==> src/rtl/data_memory_controller.sv <==
// Data memory port owner: routes MEM-stage accesses while the CPU runs and,
// on a debug request while halted, streams every memory word out as bytes, LSB first.
module data_memory_controller #(
  parameter int ADDR_SIZE = 5,
  parameter int SLOT_SIZE = 32,
  parameter int BYTE_SIZE = 8
) (
  input  logic                 i_clk,
  input  logic                 i_reset,
  input  logic                 i_cpu_halted,
  input  logic                 i_cpu_wr_rd,
  input  logic [ADDR_SIZE-1:0] i_cpu_addr,
  input  logic [SLOT_SIZE-1:0] i_cpu_data,
  output logic [SLOT_SIZE-1:0] o_cpu_data,
  output logic                 o_mem_wr_rd,
  output logic [ADDR_SIZE-1:0] o_mem_addr,
  output logic [SLOT_SIZE-1:0] o_mem_data,
  input  logic [SLOT_SIZE-1:0] i_mem_data,
  input  logic                 i_dump_start,
  output logic                 o_tx_valid,
  output logic [BYTE_SIZE-1:0] o_tx_data,
  input  logic                 i_tx_ready,
  output logic                 o_busy,
  output logic                 o_dump_done
);

  localparam int BYTES  = SLOT_SIZE / BYTE_SIZE;
  localparam int BCNT_W = (BYTES > 1) ? $clog2(BYTES) : 1;
  localparam logic [BCNT_W-1:0]    LAST_BYTE = BCNT_W'(BYTES - 1);
  localparam logic [ADDR_SIZE-1:0] LAST_ADDR = '1;

  typedef enum logic [1:0] {IDLE, LOAD, SEND, DONE} state_t;

  state_t               state, state_next;
  logic [ADDR_SIZE-1:0] addr_cnt;
  logic [BCNT_W-1:0]    byte_cnt;
  logic [SLOT_SIZE-1:0] word_reg;
  logic [BYTE_SIZE-1:0] lane [BYTES];
  logic                 start_ok;
  logic                 tx_hs;
  logic                 last_byte;
  logic                 last_addr;

  assign start_ok  = i_dump_start & i_cpu_halted;
  assign tx_hs     = (state == SEND) & i_tx_ready;
  assign last_byte = (byte_cnt == LAST_BYTE);
  assign last_addr = (addr_cnt == LAST_ADDR);

  always_ff @(posedge i_clk or posedge i_reset) begin
    if (i_reset) begin
      state <= IDLE;
    end else begin
      state <= state_next;
    end
  end

  always_comb begin
    state_next = state;
    unique case (state)
      IDLE:    if (start_ok) state_next = LOAD;
      LOAD:    state_next = SEND;
      SEND:    if (tx_hs && last_byte) state_next = last_addr ? DONE : LOAD;
      DONE:    state_next = IDLE;
      default: state_next = IDLE;
    endcase
  end

  // Address only advances after the last byte of a non-final slot, so it never wraps.
  always_ff @(posedge i_clk or posedge i_reset) begin
    if (i_reset) begin
      addr_cnt <= '0;
      byte_cnt <= '0;
      word_reg <= '0;
    end else begin
      unique case (state)
        IDLE: if (start_ok) addr_cnt <= '0;
        LOAD: begin
          word_reg <= i_mem_data;
          byte_cnt <= '0;
        end
        SEND: if (tx_hs) begin
          byte_cnt <= byte_cnt + 1'b1;
          if (last_byte && !last_addr) addr_cnt <= addr_cnt + 1'b1;
        end
        default: ;
      endcase
    end
  end

  always_comb begin
    for (int i = 0; i < BYTES; i++) lane[i] = word_reg[i*BYTE_SIZE +: BYTE_SIZE];
  end

  assign o_tx_valid  = (state == SEND);
  assign o_tx_data   = o_tx_valid ? lane[byte_cnt] : '0;
  assign o_busy      = (state != IDLE);
  assign o_dump_done = (state == DONE);
  assign o_cpu_data  = i_mem_data;

  // The memory port belongs to the dump engine whenever it is not idle.
  always_comb begin
    if (state == IDLE) begin
      o_mem_wr_rd = i_cpu_wr_rd & ~i_cpu_halted & ~i_reset;
      o_mem_addr  = i_cpu_addr;
      o_mem_data  = i_cpu_data;
    end else begin
      o_mem_wr_rd = 1'b0;
      o_mem_addr  = addr_cnt;
      o_mem_data  = '0;
    end
  end

endmodule

==> config.mk <==
export PLATFORM = sky130hd
export DESIGN_NAME = data_memory_controller
export DESIGN_NICKNAME = d
export VERILOG_FILES = /design/src/rtl/data_memory_controller.sv
export SDC_FILE = /design/constraint.sdc
export NUM_CORES = 1
export LEC_CHECK = 0
export BUFFER_PORTS_ARGS = -buffer_cell sky130_fd_sc_hd__buf_4
export CAP_MARGIN = 10
export CORE_ASPECT_RATIO = 0.8
export CORE_MARGIN = 10
export CORE_UTILIZATION = 35
export CTS_CLUSTER_SIZE = 20
export DETAILED_ROUTE_END_ITERATION = 6
export GPL_TIMING_DRIVEN = 0
export PLACE_DENSITY = 0.73
export SYNTH_ARGS = -nofsm -noshare
export SYNTH_HDL_FRONTEND = slang
export SYNTH_SLANG_ARGS = --single-unit
export TNS_END_PERCENT = 50
==> constraint.sdc <==
create_clock -name i_clk -period 2.2 [get_ports i_clk]
set_input_delay 0.44 -clock i_clk [delete_from_list [all_inputs] [get_ports i_clk]]
set_output_delay 0.44 -clock i_clk [all_outputs]
set_load 0.1 [all_outputs]
Word level (Yosys, flattened, before mapping)
Index checks and enable logic that the tools add are counted.
- output and inout port bits: 81
- input port bits: 75
- flip-flop bits (word level): 41
- word-level logic and storage cells: 50
- order comparisons: 1
- bitwise operators: 7
- multiplexer cells: 17
- reductions and logical operators: 10
- add/sub/neg operators: 2
- eq/ne operators: 9
- operator list (operator ; count):
    two-way mux 32 bit ; 1
    two-way mux 8 bit ; 3
    two-way mux 5 bit ; 4
    binary-select mux 8 bit (select 2 bit) ; 1
    case mux 5 bit (2 select lines) ; 1
    two-way mux 2 bit ; 4
    case mux 2 bit (4 select lines) ; 1
    equality test 2 bit, second input constant ; 3
    != test 2 x 1 -> 1 bit, second input constant ; 3
    nonzero test 2 bit ; 3
    adder 5 x 1 -> 5 bit, second input constant ; 1
    equality test 5 bit, second input constant ; 1
    AND 1 bit ; 4
    case mux 2 bit (2 select lines) ; 1
    AND reduction 2 bit ; 2
    AND reduction 4 bit ; 1
    >= comparator 3 bit, second input constant ; 1
    NOT 2 -> 3 bit ; 1
    adder 2 x 1 -> 2 bit, second input constant ; 1
    equality test 2 x 1 -> 1 bit, second input constant ; 1
    logical AND 1 bit ; 2
    zero test 2 bit ; 1
    != test 2 bit, second input constant ; 1
    NOT 1 bit ; 2
    2 further kinds ; 2

Logic depth before layout (Yosys ltp)
Gate-level depths: netlist (run 1).
- word-level depth: 6
- gate-level depth with buffers: 6
- gate-level depth less buffers: 6

Worst setup path after synthesis (run 1)
OpenSTA, ideal clock, no wires.
- path kind: register to output
- from: register state[1]
- to: output o_mem_wr_rd
- path slack: -2719 ps
- data required time: 1760 ps
- cell stages (with the launch flop): 6
- path buffers: 2
- data arrival time: 4479 ps
- path through: dfrtp_1 -> buf_6 -> nor2_1 -> buf_2 -> inv_1 -> nor4b_1
- cells in the longest elaborated chain, start to end: 2
- RTL lines (item ; RTL line ; RTL):
    start, declared ; 34 ; state_t state, state_next;
    start signal, assigned ; 53 ; state <= state_next;
    zero test 2 bit ; 102 ; if (state == IDLE) begin
    two-way mux 1 bit ; 102 ;
    end, declared ; 15 ; output logic o_mem_wr_rd,
Every way passes these cells.

Worst setup path after layout (run 1)
Ends and elaborated chain as after synthesis.

==> results of run 1 <==
-- metrics by stage --
stage	power, mW	cells	setup WS [ns]
floorplan	4.95	213	-0.675
global placement	5.80	455	0.152
detailed placement	5.85	455	0.172
CTS	6.78	468	0.000207
global route	7.24	469	-0.0501
finish	6.95	469	0.0199
-- layout make-up --
cell class,count,share of cell area (%)
Clock buffer,5,1.65
Clock inverter,3,1.65
Buffer,45,8.23
Timing Repair Buffer,161,33.0
Multi-Input combinational cell,120,27.6
Inverter,7,0.718
Sequential cell,41,24.6
Tap cell,87,2.60
-- worst paths after layout --
check	depth (start not counted)	endpoint
max	6	o_mem_wr_rd
min	2	word_reg[30]
max reg2reg	5	addr_cnt[3]
min reg2reg	1	word_reg[16]
max in group asynchronous	2	byte_cnt[1]
min in group i_clk	2	word_reg[4]
-- cell families (layout without fill, tap and decap cells) --
group           after synthesis  after routing  synth area share, %
simple gates                 56             56                 14.5
buf+inv                      52            221                 13.8
mux                          47             47                 25.0
flops                        41             41                 41.5
compound gates               14             14                 3.84
fa+ha+maj                     3              3                 1.52
-- what timing repair did --
| item | CTS | global route |
|---|---|---|
| buffers inserted | 4 | 0 |
| gates cloned | 1 | 1 |
| resized for setup | 22 | 31 |
| pin swaps | 2 | 0 |
| setup endpoints to repair | 29 | 34 |
-- power breakdown --
group / total, mW / leakage (nW) / switching [mW] / internal, mW
combinational: 4.95 / 1.51 / 3.30 / 1.65
sequential: 1.25 / 0.500 / 0.166 / 1.09
clock: 0.743 / 0.0687 / 0.286 / 0.457
-- cells in the final DEF, fill, tap and decap left out, types with 2 or more instances in the layout --
cell type  instances
buf_8              8
clkbuf_8           5
clkbuf_2           4
buf_4            163
and2_4             9
a31oi_1            2
o21a_1             2
buf_2              2
and2_1            32
inv_1              5
mux4_2             8
mux2_2            32
o21ai_0            3
nand2_1            2
nand3_1            3
mux2_1             6
a22o_1             2
buf_6             27
ha_1               3
dfrtp_1           40
bufinv_16          2
o22ai_1            2
-- per-layer routing --
layer,track usage [%],part of all wire [%],vias to the layer above
met5,0,0,-
met4,4.06,1.1,0
met3,4.83,7.7,8
met2,22.9,52,74
met1,14.4,39,1004
li1,-,-,1031
==> impl_results.md, run 1 <==
* CP startpoint: state[1]
* Slew Viols, Final at 0
* Initial Utilization at 35.9%
* Mean post-synth cell area at 11.6 um^2
* Syn. warnings at 0
* Sink Count at 41
* Hold-fix buffers at CTS at 0
* Pre-Repair DR Iteration Count at 4
* # fillers at 559
* Cell Area, Placed at 3800 um^2
* Number of diodes at 0
* Sequential-to-total area share from yosys stat at 41.5%
* Die area at 10900 um^2
* Wirelength, routed at 7.71 mm
* Synth top area cells: dfrtp_1, mux2_2, buf_4
* Clock Skew at 0.00241 ns
* Die W at 114 um
* FF-to-FF Start: addr_cnt[0]
* Via count at 2117
* Later-pin clock latency in the skew report at 0.30 ns
* Max H-tree Level at 2
* Core ar. at 6890 um^2
* Leading area contributor after synthesis: dfrtp_1
* Post-synth EDFFs at 0
* Sequential cell area at 1030 um^2
* Core Util, Final at 60.7%
* Post-route cell area at 4180 um^2
* Row cnt at 27
* Max Cap Viol at 0
* Drc violations at 0
* Total negative setup slack at 0 ns
* Commonest cells post-synth: and2_1, dfrtp_1, buf_4
* Global-route wire length before repair at 11.3 mm
* DR iter-0 viols at 63
* P&R area growth vs syn at 68.9%
* I/O Pins at 156
* WP data arrival at 1.74 ns
* Critical Path Sink Type: output port
* Final HPWL DP at 6.08 mm
* Main synth FF type: dfrtp_1
* Root Buffer: clkbuf_8
* Tot GR Track Use at 13.0%
* WP data required at 1.76 ns
* Deepest clock path buffer count at 2
* Multi-input logic area at 1150 um^2
* TritonCTS clock tree: yes
* Vias in the first global route at 2207
* Top delay family on crit path: buffers and inverters
* CP Cell Sequence: buf_6 > nor2_4 > buf_6 > clkinvlp_4 > nor4b_4 > buf_6
* CP most frequent cell: buf_6
* Worst Path Class, Setup: reg2out
* Yosys reg bits at 41
* Critical Path Slowest Stage Cell: dfrtp_1
* Layout cells sized above 1 at 70.4%
* Clock buffer count from CTS at 5
* Async S/R FF share, synth at 100%
* Slowest Stage Delay on Critical Path at 0.39 ns
* GP Congestion at 0.721
* Post-synth top area share at 41.5%
* Worst-Margin Slew at 0.858 ns
* Total grt overflow at 0
* Wirelength per Cell at 16.4 um
* Synthesized instance count at 213
* Post-Syn Nets at 291
* Fmax at 459 MHz
* PwrDens at 1660 nW/um^2
* Slew HR at 42.7%
* Die Y at 95.2 um
* R2R Setup Slk at 0.28 ns
* LEAKAGE at 2.08 nW
* Final period util at 99.1%
* Final hold slack at 0.335 ns
* Worst-path clk slew at 0.08 ns
* Max reg flops at 32
* Worst Hold Class: in2async
* Unrepaired setup endpoints after global routing: true
* Peak VDD IR at 0.000800 V
* CP Max Fanout at 5
* Fin crit period at 2.18 ns
* Synth cell types at 32
* Total buffers and inverters traversed by the critical path at 4
* Critical path launch point type: flip-flop
* Final ANT Viol Nets at 0
* Vias per std cell at 4.51
* Buffers added on ports at 155
* Final Setup Violations at 0
* Nets@finish at 459
* Final Hold Viols at 0
* Largest net degree at the start of global routing at 42
* Post-Syn Area at 2470 um^2
* Result of the run: finished clean
* Initial antenna violation count at 0
No activity file was read; power rests on OpenSTA's default activity.
==> inputs of run 2 (changes only) <==
==> constraint.sdc (replaced) <==
create_clock -name i_clk -period 2.7 [get_ports i_clk]
set_input_delay 0.54 -clock i_clk [delete_from_list [all_inputs] [get_ports i_clk]]
set_output_delay 0.54 -clock i_clk [all_outputs]
set_load 0.1 [all_outputs]
==> run 2 against run 1 <==
  * Critical path depth down 2
  * Clock skew up 0.0054 ns
  * Cell count down 1.3%
  * Sequential share of layout area up 1.7 points
  * First-iteration DRC count down 14%
  * Combinational power down 26%
  * Clock-buffer cell count up 2
==> impl_results.md, run 2 (synthesis results as in run 1) <==
* Result of the run: finished clean
* CP Cell Sequence: clkbuf_1 > mux4_2 > and2_1 > buf_4
* LEAKAGE at 1.97 nW (-5.5%)
* Hold-fix buffers at CTS at 0 (unchanged)
* Row cnt at 27 (unchanged)
* Later-pin clock latency in the skew report at 0.30 ns (about the same)
* Final HPWL DP at 6.17 mm (+1.4%)
* Clock Skew at 0.00781 ns (+0.00540 ns)
* I/O Pins at 156 (unchanged)
* Final ANT Viol Nets at 0 (unchanged)
* Max Cap Viol at 0 (unchanged)
* Busiest grt layer: met2
* Worst Hold Class: in2async
* Sequential Power Share at 19.6% (+1.5 points)
* Via count at 2079 (-1.8%)
* Clock buffer count from CTS at 5 (unchanged)
* GR Util met2 at 23.6% (+0.76 points)
* Unrepaired setup endpoints after global routing: false
* Critical Path Sink Type: output port
* Total buffers and inverters traversed by the critical path at 2 (-2)
* WP data arrival at 1.92 ns (+0.18 ns)
* Initial Utilization at 35.9% (unchanged)
* WP data required at 2.16 ns (+0.40 ns)
* CP Max Fanout at 10 (+5)
* Switching Fraction at 56.8% (+2.8 points)
* Slew Viols, Final at 0 (unchanged)
* Drc violations at 0 (unchanged)
* GRT met1 Usage at 13.8% (-0.60 points)
* Net Sw Power at 2.95 mW (-21%)
* PwrDens at 1330 nW/um^2 (-20%)
* Number of diodes at 0 (unchanged)
* Pre-Repair DR Iteration Count at 4 (unchanged)
* Global-route wire length before repair at 11.4 mm (+0.85%)
* Final period util at 91.0%
* CTS resizes at 0 (-100%)
* Max reg flops at 32 (unchanged)
* DR iter-0 viols at 54 (-14%)
* Fin crit period at 2.46 ns
* Sink Count at 41 (unchanged)
* Clock power frac at 9.9% (-0.8 points)
* Critical Path Slowest Stage Cell: clkbuf_1
* Deepest clock path buffer count at 2 (unchanged)
* TritonCTS clock tree: yes
* P&R area growth vs syn at 57.5%
* Fin worst setup slack at 0.243 ns (+0.223 ns)
* Core ar. at 6890 um^2 (unchanged)
* Total grt overflow at 0 (unchanged)
* GP Congestion at 0.725 (+0.53%)
* Slew HR at 43.7% (+1.1 points)
* Internal power at 2.24 mW (-30%)
* Tot GR Track Use at 13.0% (about the same)
* Wirelength per Cell at 16.0 um (-2.6%)
* Commonest non-fill, non-tap cells in the layout: buf_4, and2_1, dfrtp_1
* Worst slack at placement at 0.525 ns (+0.352 ns)
* Worst Path Class, Setup: reg2out
* Nets@finish at 453 (-1.3%)
* # fillers at 617 (+10%)
* Buffers added on ports at 155 (unchanged)
* Worst-Margin Slew at 0.843 ns (-0.0159 ns)
* Die Y at 95.2 um (unchanged)
* Die area at 10900 um^2 (unchanged)
* Combinational power share at 70.5% (-0.7 points)
* Post-CTS Setup Repair Bufs at 0 (-4)
* Layout cells sized above 1 at 66.0% (-4.5 points)
* Initial antenna violation count at 0 (unchanged)
* Wirelength, routed at 7.42 mm (-3.8%)
* Total negative setup slack at 0 ns (unchanged)
* Max H-tree Level at 2 (unchanged)
* Vias per std cell at 4.49 (-0.52%)
* Final Hold Viols at 0 (unchanged)
* Root Buffer: clkbuf_8
* Most common cell after layout, fill and taps aside: buf_4
* Worst-path clk slew at 0.08 ns (about the same)
* Die W at 114 um (unchanged)
* Critical path launch point type: flip-flop
* Peak VDD IR at 0.000762 V (-4.7%)
* Top delay family on crit path: buffers and inverters
* Slowest Stage Delay on Critical Path at 0.47 ns (+0.08 ns)
* Final Setup Violations at 0 (unchanged)
* Largest net degree at the start of global routing at 42 (unchanged)
* Vias in the first global route at 2248 (+1.9%)
* Fmax at 407 MHz
* GRT met3 Usage at 4.58% (-0.25 points)
## run 2: cell types whose count changed in the layout (fill, tap and decap cells not counted), sizes merged
cell	change
bufinv	-1
inv	-1
buf	-5
clkbuf	+1
## run 2: final timing paths
path / startpoint / endpoint / slack [ns] / cells after the start
worst max-delay path: byte_cnt[0] / o_tx_data[6] / 0.24 / 4
worst min-delay path: i_reset / addr_cnt[3] / 0.43 / 2
worst max register to register: addr_cnt[0] / addr_cnt[0] / 0.83 / 5
worst min register to register: word_reg[16] / word_reg[16] / 0.49 / 1
max in group asynchronous: i_reset / word_reg[31] / 1.73 / 2
min in group i_clk: i_mem_data[16] / word_reg[16] / 0.46 / 2
## run 2: area by class of cell
cell class              instances  area (um^2)  share of cell area [%]
clock inverters                 1         30.0                   0.770
flip-flops and latches         41         1030                    26.3
multi-input cells             120         1130                    29.0
well taps                      87          109                    2.79
clock buffers                   7         86.3                    2.21
inverters                       7         30.0                   0.770
repair buffers                155         1160                    29.8
plain buffers                  45          323                    8.28
## run 2: routing by layer
metal | vias to the layer above | part of all wire, % | wire length [um]
met4 | 0 | 1.2 | 91
met1 | 971 | 37 | 2780
met3 | 8 | 7.6 | 563
met2 | 74 | 54 | 3980
li1 | 1026 | - | -
met5 | - | 0 | 0
## run 2: worst register-to-register path, cell delays in order, from the launching register on
cell	delay, ns
dfrtp_1	0.41
ha_1	0.25
and3_1	0.19
ha_1	0.23
a221o_1	0.40
mux2_2	0.28
## run 2: metrics by stage
step	instance area, um^2	cells	power, mW	hold slack [ns]	util [%]
finish	3900	463	5.19	0.429	56.6
global route	3900	463	5.42	0.467	56.6
CTS	3900	463	5.24	0.460	56.6
detailed placement	3780	455	4.72	0.476	54.9
global placement	3780	455	4.67	0.468	54.9
floorplan	2510	213	3.97	0.452	-
## run 2: power groups by stage
stage               sequential [mW]  combinational (mW)  clock [mW]
global placement               1.02                3.65           0
finish                         1.02                3.65       0.514
detailed placement             1.03                3.69           0
floorplan                     0.986                2.99           0
global route                   1.05                3.82       0.549
CTS                            1.02                3.70       0.525
==> inputs of run 3 (changes only) <==
--- a/config.mk
+++ b/config.mk
@@ -5,6 +5,7 @@
 export SDC_FILE = /design/constraint.sdc
 export NUM_CORES = 1
 export LEC_CHECK = 0
+export ABC_AREA = 1
 export BUFFER_PORTS_ARGS = -buffer_cell sky130_fd_sc_hd__buf_4
 export CAP_MARGIN = 10
 export CORE_ASPECT_RATIO = 0.8
@@ -13,7 +14,8 @@
 export CTS_CLUSTER_SIZE = 20
 export DETAILED_ROUTE_END_ITERATION = 6
 export GPL_TIMING_DRIVEN = 0
-export PLACE_DENSITY = 0.73
+export PLACE_DENSITY = 0.71
+export REMOVE_ABC_BUFFERS = 1
 export SYNTH_ARGS = -nofsm -noshare
 export SYNTH_HDL_FRONTEND = slang
 export SYNTH_SLANG_ARGS = --single-unit
==> run 3 against run 2 <==
  * Worst hold slack got worse by 0.16 ns
  * Register-to-register slack improved by 0.30 ns
  * Flip-flop and latch count did not move
  * First-iteration DRC count grew 31%
  * Critical path type unchanged
  * Largest cell class unchanged
==> impl_results.md, run 3 <==
* Result of the run: finished clean
* Reg2Reg Depth at 2 (-3)
* Commonest non-fill, non-tap cells in the layout: buf_4, nor2_1, inv_1
* WP data required at 2.16 ns (about the same)
* Async S/R FF share, synth at 100% (unchanged)
* Core ar. at 7460 um^2 (+8.3%)
* Layout cells sized above 1 at 47.6% (-18 points)
* Worst Path Class, Setup: reg2out
* Critical path launch point type: flip-flop
* Total grt overflow at 0 (unchanged)
* Slew Viols, Final at 0 (unchanged)
* Commonest cells post-synth: nor2_1, inv_1, dfrtp_1
* Leading area contributor after synthesis: dfrtp_1
* Number of diodes at 0 (unchanged)
* I/O Pins at 156 (unchanged)
* Sink Count at 41 (unchanged)
* Initial antenna violation count at 0 (unchanged)
* CP Cell Sequence: nor2_4 > inv_4 > nor3_1 > buf_4
* Synth cell types at 30 (-6.3%)
* Initial Utilization at 36.2% (+0.32 points)
* Non-filler cells in the finished layout at 544 (+17%)
* Nets@finish at 516 (+14%)
* Pre-Repair DR Iteration Count at 4 (unchanged)
* P&R area growth vs syn at 39.2%
* Final Hold Viols at 0 (unchanged)
* Yosys reg bits at 41 (unchanged)
* Max Cap Viol at 0 (unchanged)
* Final Setup Violations at 0 (unchanged)
* Tot GR Track Use at 12.6% (-0.39 points)
* Deepest clock path buffer count at 2 (unchanged)
* Wirelength, routed at 7.75 mm (+4.5%)
* Later-pin clock latency in the skew report at 0.29 ns (about the same)
* Critical Path Slowest Stage Cell: dfrtp_1
* Most frequent cell after synthesis: nor2_1
* Die W at 118 um (+3.7%)
* Max reg flops at 32 (unchanged)
* Final hold slack at 0.274 ns (-0.155 ns)
* Clock Skew at 0.00906 ns (+0.00125 ns)
* Critical Path Sink Type: output port
* Syn. warnings at 0 (unchanged)
* Post-Syn Area at 2700 um^2 (+9.3%)
* Post-synth EDFFs at 0 (unchanged)
* Vias per std cell at 4.19 (-6.6%)
* Row cnt at 28 (+3.7%)
* TritonCTS clock tree: yes
* CP Max Fanout at 37 (+27)
* Worst-Margin Slew at 0.538 ns (-0.305 ns)
* Fin crit period at 2.42 ns (-0.0399 ns)
* Drc violations at 0 (unchanged)
* Final period util at 89.5% (-1.5 points)
* Buffers added on ports at 155 (unchanged)
* Fmax at 414 MHz (+1.7%)
* DR iter-0 viols at 71 (+31%)
* WP data arrival at 1.88 ns (-0.04 ns)
* Placed cells at 536 (+18%)
* Top delay family on crit path: flip-flops
* Worst-path clk slew at 0.08 ns (about the same)
* GP Congestion at 0.766 (+5.7%)
* Wirelength per Cell at 14.2 um (-11%)
* Synth top area cells: dfrtp_1, buf_4, mux2_4
* Global-route wire length before repair at 12.2 mm (+7.5%)
* Core Util, Final at 50.5% (-6.1 points)
* Via count at 2281 (+9.7%)
* Sequential-to-total area share from yosys stat at 37.9% (-3.5 points)
* Mean post-synth cell area at 8.48 um^2 (-27%)
* Worst Hold Class: in2async
* Die Y at 98.6 um (+3.6%)
* Final ANT Viol Nets at 0 (unchanged)
* Slew HR at 64.2% (+20 points)
* Unrepaired setup endpoints after global routing: false
* Slowest Stage Delay on Critical Path at 0.58 ns (+0.11 ns)
* Clock buffer count from CTS at 5 (unchanged)
* Max H-tree Level at 2 (unchanged)
* Final HPWL DP at 6.28 mm (+1.7%)
* Root Buffer: clkbuf_8
* Post-CTS Setup Repair Bufs at 0 (unchanged)
* Synthesized instance count at 319 (+50%)
* Largest net degree at the start of global routing at 46 (+9.5%)
* Post-synth top area share at 37.9% (-3.5 points)
* Most common cell after layout, fill and taps aside: buf_4
* Main synth FF type: dfrtp_1
* Total buffers and inverters traversed by the critical path at 2 (unchanged)
* Stages on worst setup path at 4 (unchanged)
* Vias in the first global route at 2364 (+5.2%)
* Die area at 11700 um^2 (+7.4%)
## run 3: path summary, 6_finish.rpt
| path | start | endpoint | slack [ns] |
|---|---|---|---|
| worst max-delay path | state[0] | o_mem_wr_rd | 0.28 |
| worst min-delay path | i_reset | word_reg[31] | 0.27 |
| worst max register to register | state[0] | word_reg[27] | 1.13 |
| worst min register to register | word_reg[5] | word_reg[5] | 0.51 |
| max in group asynchronous | i_reset | byte_cnt[0] | 2.22 |
| min in group i_clk | i_mem_data[25] | word_reg[25] | 0.48 |
## run 3: worst register-to-register path: stages, from the launching register on
cell	delay, ns
dfrtp_1	0.69
nand2_8	0.33
mux2_4	0.43
## run 3: kinds of logic (layout without fill, tap and decap cells)
family | after synthesis | count (layout) | share of synthesized area (%)
and+or+nand+nor | 112 | 112 | 18.2
buffers and inverters | 96 | 216 | 20.0
AOI/OAI and AO/OA | 45 | 45 | 11.0
DFF | 41 | 41 | 37.9
muxes | 22 | 22 | 11.4
adders and majority gates | 3 | 3 | 1.39
## run 3: stage by stage
step / setup TNS (ns) / setup slack, ns / area (um^2)
floorplan: -16.78 / -1.47 / 2360
global placement: -0.454 / -0.454 / 3650
detailed placement: 0 / 0.266 / 3670
CTS: 0 / 0.0873 / 3760
global route: 0 / 0.109 / 3760
finish: 0 / 0.283 / 3760
## run 3: cell type report
| class | instances | area (um^2) |
|---|---|---|
| Fill cell | 683 | 3700 |
| Timing Repair Buffer | 156 | 1180 |
| Multi-Input combinational cell | 182 | 1140 |
| Sequential cell | 41 | 1030 |
| Inverter | 52 | 200 |
| Tap cell | 105 | 131 |
| Clock buffer | 5 | 68.8 |
| Clock inverter | 3 | 17.5 |
## run 3: routing by layer
metal | vias to the layer above | global-route usage [%] | part of all wire, %
met1 | 1039 | 14.1 | 41
li1 | 1201 | - | -
met5 | - | 0 | 0
met2 | 36 | 24.2 | 55
met4 | 0 | 2.56 | 0.58
met3 | 5 | 2.57 | 2.6
## run 3: repair_timing
item / in CTS / in global routing
endpoints found under the setup margin: 6 / 4
gates cloned: 0 / 0
hold buffers: 0 / 0
gates resized for setup: 1 / 2
Power of run 3 is left out: the tool's default activity adds up to more than one toggle a clock period on the data nets, which glitch-free logic cannot reach.
